File: config.mk
export PLATFORM = sky130hd
export DESIGN_NAME = vga_timing_generator
export DESIGN_NICKNAME = d
export VERILOG_FILES = /design/src/rtl/vga_timing_generator.sv
export SDC_FILE = /design/constraint.sdc
export NUM_CORES = 1
export LEC_CHECK = 0
export ABC_AREA = 1
export BUFFER_PORTS_ARGS = -buffer_cell sky130_fd_sc_hd__buf_2
export CELL_PAD_IN_SITES_DETAIL_PLACEMENT = 0
export CELL_PAD_IN_SITES_GLOBAL_PLACEMENT = 2
export CORE_UTILIZATION = 28
export DETAILED_ROUTE_END_ITERATION = 10
export PLACE_DENSITY = 0.87
export SYNTH_ARGS = -nofsm -noshare
export SYNTH_HDL_FRONTEND = slang
export SYNTH_SLANG_ARGS = --single-unit
File: constraint.sdc
create_clock -name clk -period 4 [get_ports clk]
set_input_delay 0.2 -clock clk [delete_from_list [all_inputs] [get_ports clk]]
set_output_delay 0.2 -clock clk [all_outputs]
set_load 0.05 [all_outputs]
File: src/rtl/vga_timing_generator.sv
// 640x480@60 raster timing: pixel-tick divider, h/v scan counters and a
// tick-aligned delay line that lines sync/blank up with the controllers' RGB.
module vga_timing_generator #(
  parameter int H_VISIBLE  = 640,
  parameter int H_FRONT    = 16,
  parameter int H_SYNC     = 96,
  parameter int H_BACK     = 48,
  parameter int V_VISIBLE  = 480,
  parameter int V_FRONT    = 10,
  parameter int V_SYNC     = 2,
  parameter int V_BACK     = 33,
  parameter int CLK_DIV    = 2,
  parameter int PIPE_DELAY = 1
) (
  input  logic        clk,
  input  logic        rst_n,
  input  logic [23:0] rgb_i,
  output logic [31:0] x_pos_o,
  output logic [31:0] y_pos_o,
  output logic        pixel_tick_o,
  output logic        vga_clk_o,
  output logic        hsync_o,
  output logic        vsync_o,
  output logic        blank_n_o,
  output logic [7:0]  r_o,
  output logic [7:0]  g_o,
  output logic [7:0]  b_o,
  output logic        vblank_o,
  output logic        frame_start_o
);

  localparam int H_TOTAL = H_VISIBLE + H_FRONT + H_SYNC + H_BACK;
  localparam int V_TOTAL = V_VISIBLE + V_FRONT + V_SYNC + V_BACK;
  localparam int HW      = $clog2(H_TOTAL);
  localparam int VW      = $clog2(V_TOTAL);
  localparam int DW      = $clog2(CLK_DIV);
  localparam int PD      = (PIPE_DELAY > 0) ? PIPE_DELAY : 1;

  localparam logic [31:0] H_VIS_32   = 32'(H_VISIBLE);
  localparam logic [31:0] V_VIS_32   = 32'(V_VISIBLE);
  localparam logic [31:0] HS_START   = 32'(H_VISIBLE + H_FRONT);
  localparam logic [31:0] HS_END     = 32'(H_VISIBLE + H_FRONT + H_SYNC);
  localparam logic [31:0] VS_START   = 32'(V_VISIBLE + V_FRONT);
  localparam logic [31:0] VS_END     = 32'(V_VISIBLE + V_FRONT + V_SYNC);
  localparam logic [2:0]  CTRL_IDLE  = 3'b011;  // {active, hs, vs} while blanked

  logic [DW-1:0] div_q, div_d;
  logic [HW-1:0] h_q, h_d;
  logic [VW-1:0] v_q, v_d;
  logic          tick_s;
  logic          h_end_s;
  logic          v_end_s;
  logic [31:0]   h_ext_s;
  logic [31:0]   v_ext_s;
  logic [31:0]   v_next_ext_s;
  logic [2:0]    raw_s;
  logic [2:0]    del_s;
  logic [2:0]    pipe_q [PD];
  logic          vga_clk_q;
  logic          vblank_q;
  logic          frame_start_q;
  logic          hsync_q;
  logic          vsync_q;
  logic          blank_n_q;
  logic [23:0]   rgb_q;

  assign tick_s       = (div_q == DW'(CLK_DIV - 1));
  assign h_end_s      = (h_q == HW'(H_TOTAL - 1));
  assign v_end_s      = (v_q == VW'(V_TOTAL - 1));
  assign h_ext_s      = 32'(h_q);
  assign v_ext_s      = 32'(v_q);
  assign v_next_ext_s = 32'(v_d);

  // Raw controls for the coordinate currently on x/y_pos_o.
  assign raw_s[2] = (h_ext_s < H_VIS_32) && (v_ext_s < V_VIS_32);
  assign raw_s[1] = !((h_ext_s >= HS_START) && (h_ext_s < HS_END));
  assign raw_s[0] = !((v_ext_s >= VS_START) && (v_ext_s < VS_END));
  assign del_s    = (PIPE_DELAY == 0) ? raw_s : pipe_q[PD-1];

  // Next-state for the divider and the scan counters.
  always_comb begin
    div_d = tick_s ? {DW{1'b0}} : div_q + DW'(1);
    h_d   = h_q;
    v_d   = v_q;
    if (tick_s) begin
      if (h_end_s) begin
        h_d = {HW{1'b0}};
        if (v_end_s) begin
          v_d = {VW{1'b0}};
        end else begin
          v_d = v_q + VW'(1);
        end
      end else begin
        h_d = h_q + HW'(1);
      end
    end else begin
      h_d = h_q;
    end
  end

  // State, alignment delay line and registered DAC outputs.
  always_ff @(posedge clk or negedge rst_n) begin
    if (!rst_n) begin
      div_q         <= {DW{1'b0}};
      h_q           <= {HW{1'b0}};
      v_q           <= {VW{1'b0}};
      vga_clk_q     <= 1'b0;
      vblank_q      <= 1'b0;
      frame_start_q <= 1'b0;
      hsync_q       <= 1'b1;
      vsync_q       <= 1'b1;
      blank_n_q     <= 1'b0;
      rgb_q         <= 24'h000000;
      for (int i = 0; i < PD; i++) begin
        pipe_q[i] <= CTRL_IDLE;
      end
    end else begin
      div_q         <= div_d;
      h_q           <= h_d;
      v_q           <= v_d;
      vga_clk_q     <= (div_d >= DW'(CLK_DIV / 2));
      vblank_q      <= (v_next_ext_s >= V_VIS_32);
      frame_start_q <= tick_s && h_end_s && v_end_s;
      if (tick_s) begin
        pipe_q[0] <= raw_s;
        for (int i = 1; i < PD; i++) begin
          pipe_q[i] <= pipe_q[i-1];
        end
        blank_n_q <= del_s[2];
        hsync_q   <= del_s[1];
        vsync_q   <= del_s[0];
        rgb_q     <= del_s[2] ? rgb_i : 24'h000000;
      end
    end
  end

  assign x_pos_o       = h_ext_s;
  assign y_pos_o       = v_ext_s;
  assign pixel_tick_o  = tick_s;
  assign vga_clk_o     = vga_clk_q;
  assign hsync_o       = hsync_q;
  assign vsync_o       = vsync_q;
  assign blank_n_o     = blank_n_q;
  assign r_o           = rgb_q[23:16];
  assign g_o           = rgb_q[15:8];
  assign b_o           = rgb_q[7:0];
  assign vblank_o      = vblank_q;
  assign frame_start_o = frame_start_q;

endmodule

==> results.json, run 1 <==
{
  "worstPathRequired_ns": 4.21,
  "cp_common_cell": "nand2_1",
  "drtIter0Drc": 69,
  "ant_nets": 0,
  "hold_violations": 0,
  "coreArea_sq_um": 9770,
  "synthesis.area_sq_um": 2820,
  "fin_tns_setup_ns": 0,
  "cts_max_path_buffers": 2,
  "area_delta_synth_final_pct": 16.3,
  "synth_largest_area_cell": "dfrtp_1",
  "routed-via-count": 2316,
  "cts_tree": "yes",
  "cts-htree-levels": 2,
  "arrival_ns": 1.92,
  "slowest_stage": "dfrtp_1",
  "clock-root-buffer": "clkbuf_8",
  "busiest_layer": "met2",
  "synth_edf_count": 0,
  "post_cts_buffers": 0,
  "ys_seq_area_share_pct": 47.2,
  "hold_buffers": 0,
  "grt_overflow": 0,
  "rows": 36,
  "yosys_warnings": 0,
  "synth_ff_type": "dfrtp_1",
  "min_period_over_period_pct": 42.8,
  "grt_util_met2_pct": 19.5,
  "fin_worst_skew_ns": 0.00775,
  "relSlewSlack_pct": 46.1,
  "p_leak_nw": 1.82,
  "critPathTopFamily": "simple AND/OR/NAND/NOR gates",
  "critPathCaptureType": "register",
  "port_buffers": 76,
  "synthTopCellsByArea": "dfrtp_1 (44%), nand2_1 (13%), buf_4 (12%)",
  "grt_util_met3_pct": 2.19,
  "crit_chain": "ha_1 > nand2_1 > nor2_2 > nand4_1 > nor2_2 > nand2_1 > nand3_1 > nor2_1 > nand2_1 > nand2_1",
  "status": "complete, no violations",
  "grtUsageMet1_pct": 17.5,
  "grt_max_degree": 54,
  "io_pins": 121,
  "drt-wirelength-per-cell_um": 11.5,
  "netlist-cell-type-count": 29,
  "start_util_pct": 28.8,
  "ys_seq_elements": 53,
  "design_area_sq_um": 3280,
  "clk_latency_ns": 0.31,
  "antenna_cells": 0,
  "dpl-instance-area_sq_um": 3160,
  "grt_pass1_wl_um": 10000,
  "worstMarginPinSlew_ns": 0.809,
  "final.min_clock_period_ns": 1.71,
  "drv_cap": 0,
  "numCtsBuffers": 5,
  "finalWirelength_um": 6380,
  "critPathLaunchType": "register",
  "grt_use_total_pct": 12.4,
  "dieWidth_um": 102,
  "worst-path-buf-inv": 0,
  "dpl.hpwl_um": 4700,
  "cts_resized": 0,
  "final_layout_size_suffix_gt1_share_pct": 23.4,
  "min_path_type": "in2async",
  "gp_congestion": 0.772,
  "syn_inst": 349,
  "finalPower_mw": 1.11,
  "irDropWorstVdd_uv": 122,
  "fmax_mhz": 584,
  "nets": 452,
  "dieArea_sq_um": 10500,
  "r2r_slack_ns": 2.29,
  "report.final.slew_viol_count": 0,
  "synth-async-reset-ratio_pct": 100,
  "syn_area_per_cell_sq_um": 8.07,
  "worstSetupPathType": "reg2reg",
  "antenna_found_initial": 0,
  "synth_top_area_share_pct": 43.5,
  "synthTopCellsByCount": "nand2_1 (95), dfrtp_1 (49), buf_4 (45), nand3_1 (41), inv_1 (37)",
  "setup_viol": 0,
  "drt_first_pass_iters": 4,
  "drcViolationCount": 0,
  "cts_num_sinks": 53,
  "cts.clk_slew.worst_paths_ns": 0.10,
  "stdcell_count": 556,
  "grt_pass1_vias": 2053,
  "rsz0062_at_grt": "false",
  "vias_per_cell": 4.17,
  "crit_fanout": 4,
  "placedCellCount": 548,
  "power.density_nw_per_um2": 340,
  "dieHeight_um": 102,
  "crit_path_max_incr_delay_ns": 0.40,
  "synth.most_common_cell": "nand2_1"
}
==> where the power goes <==
| group | switching [mW] | internal, mW |
|---|---|---|
| logic | 0.159 | 0.0231 |
| registers | 0.00612 | 0.548 |
| clock network | 0.190 | 0.188 |
| total | 0.355 | 0.759 |
==> cells by family (layout without fill, tap and decap cells) <==
| family | Yosys count | count (layout) | synth area share (%) |
|---|---|---|---|
| xor+xnor | 4 | 4 | 1.24 |
| buf+inv | 93 | 124 | 18.5 |
| flops | 53 | 53 | 47.2 |
| fa+ha+maj | 4 | 4 | 1.78 |
| other cells | 1 | 44 | 0.133 |
| simple gates | 174 | 174 | 27.1 |
| compound gates | 20 | 20 | 3.95 |
==> through the flow <==
stage          hold slack [ns]  setup slack [ns]  util [%]
2_1_floorplan          -0.0956              2.13         -
3_3_place_gp             0.372              2.35      32.3
3_5_place_dp             0.382              2.28      32.3
4_1_cts                 0.0331              2.28      33.5
6_report               0.00417              2.29      33.5
5_1_grt                 0.0608              2.10      33.5
==> state kept, by name (all words and copies together) (netlist names) <==
| signal | cells |
|---|---|
| rgb_q | 24 |
| h_q | 10 |
| v_q | 10 |
| del_s | 3 |
| blank_n_o | 1 |
| frame_start_o | 1 |
| hsync_o | 1 |
| pixel_tick_o | 1 |
| vblank_o | 1 |
| vsync_o | 1 |
==> path summary, 6_finish.rpt <==
check	endpoint	startpoint	cells past startpoint
max in group asynchronous	v_q[7]$_DFF_PN0_	rst_n	2
setup reg to reg	vblank_o$_DFF_PN0_	h_q[1]$_DFFE_PN0P_	10
hold / removal	rgb_q[8]$_DFFE_PN0P_	rst_n	2
hold reg to reg	rgb_q[20]$_DFFE_PN0P_	rgb_q[20]$_DFFE_PN0P_	2
setup / recovery	vblank_o$_DFF_PN0_	h_q[1]$_DFFE_PN0P_	10
min in group clk	rgb_q[6]$_DFFE_PN0P_	rgb_i[6]	3
==> cell usage in the layout (no fill, tap or decap), types with 2 or more instances in the layout <==
master	synthesis	final
conb_1	1	44
dfrtp_1	49	49
inv_1	37	37
nand3_1	41	41
a21oi_1	7	7
nor3_1	4	4
xor2_1	3	3
o21ai_0	8	8
dfstp_2	4	4
nor2_2	5	5
nand4_1	7	7
buf_2	3	76
clkbuf_8	0	5
buf_4	45	2
ha_1	4	4
nor2_1	18	18
nand2_1	95	95
==> cell type report <==
cell class | count | area (sq um)
Clock buffer | 5 | 68.8
Clock inverter | 3 | 46.3
Fill cell | 1093 | 6500
Inverter | 38 | 143
Multi-Input combinational cell | 246 | 1130
Sequential cell | 53 | 1330
Tap cell | 133 | 166
Timing Repair Buffer | 78 | 395
==> routing by layer <==
metal / part of all wire (%) / up-vias / routed length (um)
met2: 47 / 67 / 3030
met3: 4.0 / 6 / 254
met5: 0 / - / 0
met1: 48 / 1091 / 3030
li1: - / 1152 / -
met4: 1.0 / 0 / 65
Power figures use the tool's default switching activity.
==> inputs of run 2 (changes only) <==
CORE_UTILIZATION = 26   (was 28)
PLACE_DENSITY = 0.82   (was 0.87)
clock period = 1.7 ns   (was 4 ns; I/O delays follow)
==> results.json, run 2 (synthesis gave the netlist of run 1 again) <==
{
  "cts.clk_slew.worst_paths_ns": 0.11,
  "utilization_pct": 34.8,
  "ant_nets": 0,
  "critPathCaptureType": "register",
  "dieArea_sq_um": 11300,
  "cts_num_sinks": 53,
  "largest_reg_flops": 24,
  "cts_max_path_buffers": 2,
  "p_leak_nw": 1.96,
  "regMostFlops": "rgb_q",
  "grt_pass1_vias": 2322,
  "reg_top3": "rgb_q x24, h_q x10, v_q x10",
  "cts_tree": "yes",
  "dpl.hpwl_um": 5020,
  "drcViolationCount": 0,
  "fmax_mhz": 596,
  "finalWirelength_um": 7120,
  "setup_viol": 0,
  "clk_latency_ns": 0.31,
  "vias_per_cell": 4.13,
  "drtIter0Drc": 95,
  "grt_max_degree": 54,
  "antenna_cells": 0,
  "grt_pass1_wl_um": 11500,
  "crit_fanout": 4,
  "final.min_clock_period_ns": 1.68,
  "dpl-instance-area_sq_um": 3250,
  "worst-path-buf-inv": 0,
  "min_path_type": "in2reg",
  "drt_first_pass_iters": 4,
  "slowest_stage": "dfrtp_2",
  "placedCellCount": 558,
  "critPathTopFamily": "simple AND/OR/NAND/NOR gates",
  "final_layout_size_suffix_gt1_share_pct": 26.2,
  "io_pins": 121,
  "stdcell_count": 591,
  "worstPathRequired_ns": 1.96,
  "layout_common_cells": "nand2_1 (94), buf_2 (76), conb_1 (44)",
  "fin_worst_skew_ns": 0.00574,
  "start_util_pct": 27.1,
  "routed-via-count": 2442,
  "design_area_sq_um": 3620,
  "report.final.slew_viol_count": 0,
  "drv_cap": 0,
  "worstSetupPathType": "reg2reg",
  "grt_use_total_pct": 13.0,
  "grt_overflow": 0,
  "rsz0062_at_grt": "true",
  "gp_congestion": 0.784,
  "clock-root-buffer": "clkbuf_8",
  "final_common_cell": "nand2_1",
  "dieWidth_um": 106,
  "crit_path_max_incr_delay_ns": 0.42,
  "holdWs_ns": 0.0109,
  "worstMarginPinSlew_ns": 0.856,
  "arrival_ns": 1.94,
  "drt-wirelength-per-cell_um": 12.0,
  "min_period_over_period_pct": 98.7,
  "port_buffers": 76,
  "rows": 37,
  "antenna_found_initial": 0,
  "critPathLaunchType": "register",
  "relSlewSlack_pct": 43.0,
  "numCtsBuffers": 5,
  "nets": 484,
  "dieHeight_um": 106,
  "fill_cells": 1120,
  "hold_violations": 0,
  "cts-htree-levels": 2,
  "crit_chain": "ha_4 > nand2_4 > nor2_4 > nand4_1 > o21bai_1 > nand3_2 > nor2_2 > nand2_1 > nand2_1",
  "irDropWorstVdd_uv": 403,
  "area_delta_synth_final_pct": 28.6,
  "coreArea_sq_um": 10400,
  "power.density_nw_per_um2": 703,
  "cp_common_cell": "nand2_1",
  "status": "complete, no violations"
}
[run 2: cell types whose count changed in the layout (fill, tap and decap cells not counted), sizes merged]
cell         before  now
bufinv            1    0
inv              38   39
clkinv            1    0
clkinvlp          1    2
buf              78   86
dlygate4sd3       0   24
[run 2: worst register-to-register path, cell delays in order, from the launching register on]
cell and delay [ns]:
dfrtp_2 0.42, ha_4 0.17, nand2_4 0.06, nor2_4 0.12
nand4_1 0.24, o21bai_1 0.28, nand3_2 0.13, nor2_2 0.12
nand2_1 0.05, nand2_1 0.05
[run 2: final timing paths]
path | start | to | slack, ns | depth (start not counted)
setup / recovery | h_q[1]$_DFFE_PN0P_ | vblank_o$_DFF_PN0_ | 0.02 | 9
hold / removal | rgb_i[16] | rgb_q[16]$_DFFE_PN0P_ | 0.01 | 3
setup reg to reg | h_q[1]$_DFFE_PN0P_ | vblank_o$_DFF_PN0_ | 0.02 | 9
hold reg to reg | vsync_o$_DFFE_PN1P_ | vsync_o$_DFFE_PN1P_ | 0.47 | 2
max in group asynchronous | rst_n | del_s[0]$_DFFE_PN1P_ | 1.10 | 3
min in group asynchronous | rst_n | rgb_q[8]$_DFFE_PN0P_ | 0.30 | 3
[run 2: per-layer routing]
metal	GRT usage [%]	up-vias	part of all wire, %
met5	0	-	0
met4	3.37	0	1.1
met1	15.9	1136	43
li1	-	1216	-
met2	23.5	85	51
met3	2.27	5	4.5
[run 2: power breakdown]
group / total (mW) / leakage (nW) / internal (mW) / switching [mW]
logic: 0.475 / 1.28 / 0.0936 / 0.381
clock network: 0.769 / 0.0423 / 0.301 / 0.468
registers: 1.30 / 0.636 / 1.29 / 0.0153
[run 2: what timing repair did]
| action | in CTS | in global routing |
|---|---|---|
| endpoints found under the setup margin | 0 | 5 |
| endpoints found under the hold margin | 72 | 0 |
| gates resized for setup | 0 | 8 |
| setup buffers | 0 | 1 |
| hold buffers | 24 | 0 |
[run 2: cell type report]
cell class                      count  area [sq um]  share of cell area, %
Clock buffer                        5          68.8                   1.90
Multi-Input combinational cell    246          1170                   32.3
Tap cell                          136           170                   4.70
Timing Repair Buffer              110           708                   19.5
Clock inverter                      3          26.3                  0.725
Sequential cell                    53          1340                   36.9
Inverter                           38           143                   3.94
[run 2: through the flow]
| stage | TNS, ns | power (mW) | worst slack [ns] |
|---|---|---|---|
| 6_report | 0 | 2.55 | 0.0222 |
| 2_1_floorplan | 0 | 1.75 | 0.00595 |
| 5_1_grt | -0.0780 | 2.67 | -0.0780 |
| 4_1_cts | 0 | 2.59 | 0.0579 |
| 3_3_place_gp | 0 | 1.76 | 0.0678 |
| 3_5_place_dp | 0 | 1.76 | 0.0646 |
==> inputs of run 3 (changes only) <==
CORE_ASPECT_RATIO = 0.7   (was default)
==> results.json, run 3 (synthesis gave the netlist of run 1 again) <==
{
  "status": "complete, no violations",
  "hold_violations": 0,
  "pwr-share-seq_pct": 47.0,
  "busiest_layer": "met2",
  "relSlewSlack_pct": 65.6,
  "drtIter0Drc": 79,
  "worst_slack_ns": 0.0914,
  "stdcell_count": 569,
  "crit_fanout": 4,
  "worstPathRequired_ns": 1.88,
  "p_leak_nw": 1.89,
  "cts_max_path_buffers": 2,
  "fmax_mhz": 622,
  "numCtsBuffers": 5,
  "dpl.hpwl_um": 5000,
  "setup_viol": 0,
  "cts_tree": "yes",
  "clock-root-buffer": "clkbuf_16",
  "cts-htree-levels": 2,
  "gp_congestion": 0.802,
  "fin_worst_skew_ns": 0.00647,
  "drt_first_pass_iters": 4,
  "final_layout_size_suffix_gt1_share_pct": 27.9,
  "coreArea_sq_um": 10400,
  "switchingPower_mw": 0.837,
  "critPathLaunchType": "register",
  "vias_per_cell": 4.09,
  "dieHeight_um": 89.1,
  "layout_common_cells": "nand2_1 (95), buf_2 (76), conb_1 (44)",
  "worstSetupPathType": "reg2reg",
  "irDropWorstVdd_uv": 344,
  "placedCellCount": 557,
  "fill_cells": 1128,
  "grt_use_total_pct": 12.1,
  "cts.clk_slew.worst_paths_ns": 0.07,
  "dieWidth_um": 126,
  "report.final.slew_viol_count": 0,
  "io_pins": 121,
  "dp_slack_ns": 0.0376,
  "grt_max_degree": 54,
  "routed-via-count": 2329,
  "final.min_clock_period_ns": 1.61,
  "final_common_cell": "nand2_1",
  "drt-wirelength-per-cell_um": 11.9,
  "antenna_found_initial": 0,
  "arrival_ns": 1.79,
  "switching_share_pct": 30.2,
  "port_buffers": 76,
  "rsz0062_at_grt": "true",
  "ant_nets": 0,
  "clk_latency_ns": 0.29,
  "min_from": "rgb_i[10]",
  "reg2reg_from": "h_q[0]$_DFFE_PN0P_",
  "r2r_slack_ns": 0.09,
  "largest_reg_flops": 24,
  "grt_pass1_vias": 2050,
  "grt_pass1_wl_um": 10500,
  "drv_cap": 0,
  "grt_util_met2_pct": 18.0,
  "startpoint": "h_q[0]$_DFFE_PN0P_",
  "start_util_pct": 27.0,
  "reg_top3": "rgb_q x24, h_q x10, v_q x10",
  "min_path_type": "in2reg",
  "cts_num_sinks": 53,
  "rows": 31,
  "grt_util_met3_pct": 2.93,
  "worstMarginPinSlew_ns": 0.503,
  "dieArea_sq_um": 11300,
  "power_frac_clock_pct": 37.4,
  "drcViolationCount": 0,
  "critPathCaptureType": "register",
  "finalWirelength_um": 6770,
  "power.density_nw_per_um2": 800,
  "nets": 466,
  "area_delta_synth_final_pct": 23.1,
  "p_int_mw": 1.94,
  "grtUsageMet1_pct": 17.6,
  "regMostFlops": "rgb_q",
  "power_frac_comb_pct": 15.6,
  "grt_overflow": 0,
  "min_period_over_period_pct": 94.6,
  "antenna_cells": 0
}
run 3: changes by cell type in the layout (fill, tap and decap cells not counted), moves of 2 or more:
cell and change:
clkbuf_16 +5, clkbuf_1 +2, buf_4 +5, clkbuf_8 -4, nor2_1 +2, dlygate4sd3_1 -23
run 3: worst paths after layout:
| check | endpoint | depth (start not counted) |
|---|---|---|
| min | rgb_q[10]$_DFFE_PN0P_ | 3 |
| min in group asynchronous | v_q[1]$_DFF_PN0_ | 3 |
| max | vblank_o$_DFF_PN0_ | 10 |
| max in group asynchronous | hsync_o$_DFFE_PN1P_ | 3 |
| min reg2reg | vsync_o$_DFFE_PN1P_ | 2 |
| max reg2reg | vblank_o$_DFF_PN0_ | 10 |
run 3: power by group through the flow:
stage / Clock [mW] / Combinational (mW) / Sequential (mW)
6_report: 1.04 / 0.434 / 1.30
4_1_cts: 1.09 / 0.438 / 1.30
5_1_grt: 1.14 / 0.461 / 1.31
2_1_floorplan: 0 / 0.313 / 1.43
3_5_place_dp: 0 / 0.436 / 1.33
3_3_place_gp: 0 / 0.435 / 1.33
run 3: what timing repair did:
action | CTS | global route
hold buffers | 1 | 0
hold endpoints to repair | 49 | 0
buffers inserted | 0 | 3
endpoints found under the setup margin | 0 | 5
resized for setup | 0 | 6
run 3: layout make-up:
type	count	area (sq um)	area share (%)
Clock buffer	8	146	4.22
Tap cell	132	165	4.76
Multi-Input combinational cell	246	1160	33.3
Inverter	38	146	4.22
Sequential cell	53	1340	38.6
Timing Repair Buffer	92	515	14.9
run 3: critical path, stage by stage, from the launching register on:
cell	delay [ns]
dfrtp_2	0.40
ha_4	0.15
nand2_1	0.10
nor2_4	0.12
nand4_1	0.20
nor2_2	0.21
nand2_1	0.07
nand3_1	0.10
nor2_1	0.04
nand2_1	0.06
nand2_1	0.05
run 3: per-stage QoR:
step | util [%] | hold WS, ns | power, mW | area (sq um) | setup TNS, ns
final | 33.3 | 0.0189 | 2.78 | 3470 | 0
after global routing | 33.3 | 0.0223 | 2.90 | 3470 | -0.00972
after CTS | 32.8 | 0.0127 | 2.83 | 3420 | 0
after detailed placement | 31.3 | 0.116 | 1.76 | 3270 | 0
after global placement | 31.3 | 0.112 | 1.76 | 3270 | 0
after floorplan | - | -0.211 | 1.75 | 3000 | 0
run 3: layer usage:
metal	vias to the layer above	share of wire (%)	wire (um)
met5	-	0	0
met2	81	42	2810
li1	1185	-	-
met4	0	0.33	22
met1	1061	52	3490
met3	2	6.5	442
